**src/rtl/alu_rr_arbiter.sv**
```systemverilog
// alu_rr_arbiter: round-robin grant sequencer for one shared ALU; define ARB_TIMEOUT_EN to add the busy watchdog and timeout_o
module alu_rr_dec #(
    parameter int N      = 2,
    parameter bit ACTIVE = 1'b1
) (
    input  logic [N-1:0]      i_sel,
    input  logic              i_en,
    output logic [(1<<N)-1:0] o_dec
);
    localparam int M = 1 << N;
    logic [M-1:0] w_hot;
    assign w_hot = i_en ? (M'(1) << i_sel) : '0;
    assign o_dec = ACTIVE ? w_hot : ~w_hot;
endmodule

module alu_rr_arbiter #(
    parameter int REQ_W       = 2,
    parameter bit ACTIVE      = 1'b1,
    parameter int TIMEOUT_CYC = 16
) (
    input  logic                    clk,
    input  logic                    rst_n,
    input  logic [(1<<REQ_W)-1:0]   req_i,
    input  logic                    op_done_i,
    output logic [(1<<REQ_W)-1:0]   gnt_o,
    output logic [REQ_W-1:0]        gnt_idx_o,
    output logic                    start_o,
    output logic                    busy_o
`ifdef ARB_TIMEOUT_EN
    ,output logic                   timeout_o
`endif
);
    localparam int NREQ = 1 << REQ_W;
    localparam logic [NREQ-1:0] GNT_OFF = {NREQ{~ACTIVE}};

    typedef enum logic {IDLE, BUSY} state_t;

    state_t            r_state;
    logic [REQ_W-1:0]  r_ptr;
    logic [REQ_W-1:0]  r_idx;
    logic [NREQ-1:0]   r_gnt;
    logic              r_start;
    logic              r_busy;
    logic [REQ_W-1:0]  w_win;
    logic [NREQ-1:0]   w_dec;
    logic              w_end;

    // rotating scan: the requester at the smallest offset from r_ptr wins
    always_comb begin
        w_win = r_ptr;
        for (int i = NREQ - 1; i >= 0; i--)
            if (req_i[r_ptr + REQ_W'(i)]) w_win = r_ptr + REQ_W'(i);
    end

    alu_rr_dec #(.N(REQ_W), .ACTIVE(ACTIVE)) u_dec (
        .i_sel (w_win),
        .i_en  (1'b1),
        .o_dec (w_dec)
    );

`ifdef ARB_TIMEOUT_EN
    localparam logic [15:0] LIMIT = 16'(TIMEOUT_CYC - 1);
    logic [15:0] r_cnt;
    logic        r_to;
    assign w_end     = op_done_i || r_cnt == LIMIT;
    assign timeout_o = r_to;

    // watchdog: counts BUSY cycles from zero and flags a release that had no completion
    always_ff @(posedge clk) begin
        if (!rst_n) begin
            r_cnt <= '0;
            r_to  <= 1'b0;
        end else begin
            r_to  <= r_state == BUSY && !op_done_i && r_cnt == LIMIT;
            r_cnt <= r_state == BUSY ? r_cnt + 16'd1 : '0;
        end
    end
`else
    assign w_end = op_done_i;
`endif

    // grant FSM: issue on any request when idle, hold until release, then rotate past the winner
    always_ff @(posedge clk) begin
        if (!rst_n) begin
            r_state <= IDLE;
            r_gnt   <= GNT_OFF;
            r_idx   <= '0;
            r_ptr   <= '0;
            r_start <= 1'b0;
            r_busy  <= 1'b0;
        end else begin
            r_start <= 1'b0;
            case (r_state)
                IDLE: if (|req_i) begin
                    r_state <= BUSY;
                    r_idx   <= w_win;
                    r_gnt   <= w_dec;
                    r_start <= 1'b1;
                    r_busy  <= 1'b1;
                end
                BUSY: if (w_end) begin
                    r_state <= IDLE;
                    r_gnt   <= GNT_OFF;
                    r_busy  <= 1'b0;
                    r_ptr   <= r_idx + REQ_W'(1);
                end
                default: r_state <= IDLE;
            endcase
        end
    end

    assign gnt_o     = r_gnt;
    assign gnt_idx_o = r_idx;
    assign start_o   = r_start;
    assign busy_o    = r_busy;
endmodule

```
**config.mk**
```make
export PLATFORM = sky130hd
export DESIGN_NAME = alu_rr_arbiter
export DESIGN_NICKNAME = d
export VERILOG_FILES = /design/src/rtl/alu_rr_arbiter.sv
export SDC_FILE = /design/constraint.sdc
export NUM_CORES = 1
export LEC_CHECK = 0
export CAP_MARGIN = 10
export CORE_AREA = 2 2 39 41
export DETAILED_ROUTE_END_ITERATION = 12
export DIE_AREA = 0 0 41 43
export PLACE_DENSITY = 0.73
export RECOVER_POWER = 100
export SETUP_SLACK_MARGIN = 0.02
export SLEW_MARGIN = 5
export SYNTH_ARGS = -nofsm -noshare
export SYNTH_HDL_FRONTEND = slang
export SYNTH_HIERARCHICAL = 1
export SYNTH_SLANG_ARGS = --single-unit
```
**constraint.sdc**
```tcl
create_clock -name clk -period 1.6 [get_ports clk]
set_input_delay 0.32 -clock clk [delete_from_list [all_inputs] [get_ports clk]]
set_output_delay 0.32 -clock clk [all_outputs]
set_load 0.01 [all_outputs]
```
==> metrics.cfg <==
[synth]
avgSynthCellArea_um2=8.538
syn_area_um2=580.6
ys_types=29
ys_ff_latch=11
synthCells=68
synth_warnings=6
ys_seq_area_frac=0.3793

[hold_path]
hold_start=gnt_o[2]
hold_depth=2
hold_end=gnt_o[2]
hp-class=reg -> reg

[placement]
gp_congestion=0.8273
portBuffers=14
dp_hpwl_um=983.7
post_dp_cell_area_um2=825.8
place_inst=111

[worst_setup_path]
rr_worst_depth=6
critPathTopFamily=buffers and inverters
slowest_delay_ns=0.55
cp-start-kind=flip-flop
path_cells=clkdlybuf4s50_1
reg2reg_slack_ns=0.11
cp_slowest_cell=clkdlybuf4s50_1
critPathArrivalTime_ns=1.21
cp.depth=1
crit_buf_inv=1
cp-end-kind=output port
rr_startpoint=r_ptr[1]
crit_type=reg -> out
worstPathRequired_ns=1.28
path_max_fanout=3
reg2reg_to=gnt_o[1]

[drt]
vias=602
ant_nets=0
routed_wl_mm=1.436
routed_via_density=5.235
drcViolationCount=0
drt_iter0_markers=8
wl_per_cell_um=12.49
first_pass_iters=4

[clocking]
post-cts-setup-buffer-count=0
cts_buffers=3
cts_max_level=1
ctsLongestPathBuffers=2
ctsHoldBuffers=0
clk_pin_slew_ns=0.08
clk_latency_ns=0.27
cts_root_buffer=clkbuf_4
cts_tree=built
cts.sinks=11

[flow_run]
cap_violations=0

[power]
cellPowerDensity_mw_per_mm2=756.1
leakagePower_uw=0.0003931
clockPowerShare=0.288
swShare=0.2925
intPower_uw=475.9
ir_worst_vdd_mv=0.5225
combPwrFrac=0.249
seqPwrFrac=0.463
switchingPower_uw=196.7

[timing]
fin_crit_sh=0.9560
period_minus_slack_ns=1.530
finalHoldViolCount=0
finalSetupTns_ns=0
rsz0062_at_grt=false
setup_violations=0
fmaxAchievable_ghz=0.6537
drv_slew=0
fin_skew_ns=0.007949

[grt]
track_usage=0.1905
grt_start_max_net_pins=10
antenna_found_initial=0
grt_pass1_wl_mm=2.325
grt_overflow=0
grt_pass1_vias=542

[floorplanning]
start_util=0.4195
die_h_um=43
die_area_mm2=0.001763
die_width_um=41
core.rowCount=14
io_pins=15
fp.coreArea_mm2=0.001384

[status]
status=completed

[cells_and_area]
final_area_um2=889.6
fillers=119
fin_cells=115
drive_gt1_frac=0.2727
nNetsFinal=107
diodes=0
area_growth_pct=53.23

[Yosys cell counts]
| cell | n | area (um2) |
|---|---|---|
| nand2b_1 | 2 | 12.51 |
| conb_1 | 1 | 3.750 |
| nor2_1 | 3 | 11.26 |
| o21ai_0 | 1 | 5.000 |
| xor2_1 | 1 | 8.760 |
| or3_1 | 1 | 6.260 |
| a311oi_1 | 1 | 8.760 |
| buf_2 | 1 | 5.000 |
| nand2_1 | 5 | 18.77 |
| and3b_1 | 2 | 17.52 |
| a211oi_1 | 1 | 7.510 |
| or4_1 | 1 | 7.510 |
| o41ai_1 | 1 | 8.760 |
| nor3_1 | 2 | 10.01 |
| o2111ai_1 | 1 | 8.760 |
| dfxtp_1 | 11 | 220.2 |
| o211ai_1 | 5 | 37.54 |
| nor2b_1 | 2 | 12.51 |
| a21oi_1 | 9 | 45.04 |
| a22oi_4 | 1 | 21.27 |
| nor3b_2 | 1 | 12.51 |
| inv_1 | 4 | 15.01 |
| and3_2 | 1 | 7.510 |
| or2_2 | 1 | 6.260 |
| nor4_2 | 1 | 12.51 |
| nor2_2 | 1 | 6.260 |
| buf_6 | 1 | 11.26 |
| o21a_1 | 1 | 7.510 |
| nand3_1 | 5 | 25.02 |
[cells by family (layout without fill, tap and decap cells)]
logic type | count (synthesis) | count (layout) | share of synthesized area
buf+inv | 6 | 34 | 0.05386
compound gates | 21 | 21 | 0.2586
other cells | 1 | 4 | 0.006459
simple gates | 28 | 28 | 0.2867
flops | 11 | 11 | 0.3793
xor+xnor | 1 | 1 | 0.01509
[how the worst max path moves through the flow]
stage	slack, ns	start	end
2_1_floorplan	0.21	req_i[2]	gnt_o[3]
3_3_place_gp	-0.39	req_i[2]	gnt_o[1]
3_5_place_dp	-0.41	req_i[2]	gnt_o[0]
4_1_cts	0.02	req_i[1]	gnt_o[0]
5_1_grt	0.02	req_i[2]	gnt_o[1]
6_report	0.07	gnt_idx_o[1]	gnt_idx_o[1]
[registers in the layout (all words and copies together) (netlist names)]
name and flops:
start_o 1, r_state 1, gnt_o 4, gnt_idx_o 2, busy_o 1, r_ptr 2
[stage by stage]
stage          setup WS [ns]  hold slack [ns]    util  power [uW]
3_5_place_dp         -0.4136           0.4840  0.5967       473.8
3_3_place_gp         -0.3857           0.4780  0.5967       471.4
6_report             0.07035           0.4879  0.6429       672.6
2_1_floorplan         0.2115           0.4361       -       391.1
5_1_grt              0.01851           0.5317  0.6429       709.9
4_1_cts              0.01649           0.4952  0.6320       672.2
[per-layer routing]
| layer | GRT usage | vias up | wire length [um] |
|---|---|---|---|
| met3 | 0.03141 | 0 | 59 |
| met4 | 0.06000 | 0 | 0 |
| met5 | 0 | - | 0 |
| met2 | 0.2719 | 14 | 679 |
| li1 | - | 308 | - |
| met1 | 0.2834 | 280 | 697 |
[power by group through the flow]
stage                     clock network [uW]  registers, uW  logic, uW
final                                    194            312        167
after global routing                     212            315        183
after CTS                                198            311        163
after detailed placement                   0            317        157
after global placement                     0            317        155
after floorplan                            0            316       74.7
[final cells by class]
cell class | instances | area, um2 | share of cell area
Inverter | 4 | 15.01 | 0.01688
Timing Repair Buffer | 26 | 229.0 | 0.2574
Clock buffer | 4 | 26.28 | 0.02954
Sequential cell | 11 | 221.5 | 0.2489
Multi-Input combinational cell | 54 | 377.9 | 0.4248
Tap cell | 16 | 20.02 | 0.02250
[placed cells by master, fill, tap and decap left out, types with 2 or more instances in the layout]
master | synthesis | layout
nor2b_1 | 2 | 2
dfxtp_1 | 11 | 10
dlygate4sd2_1 | 0 | 3
inv_1 | 4 | 4
o211ai_1 | 5 | 5
nand2_1 | 5 | 4
buf_4 | 0 | 12
nand2b_1 | 2 | 2
and3b_1 | 2 | 2
conb_1 | 1 | 4
a21oi_1 | 9 | 8
clkdlybuf4s50_1 | 0 | 4
dlygate4sd3_1 | 0 | 6
nor2_1 | 3 | 3
nand3_1 | 5 | 5
clkbuf_4 | 0 | 3
[timing repair]
item	4_1_cts	5_1_grt
resized for setup	9	5
endpoints found under the hold margin	0	0
setup endpoints to repair	7	7
pin swaps	2	1
(Power assumes the default switching activity.)
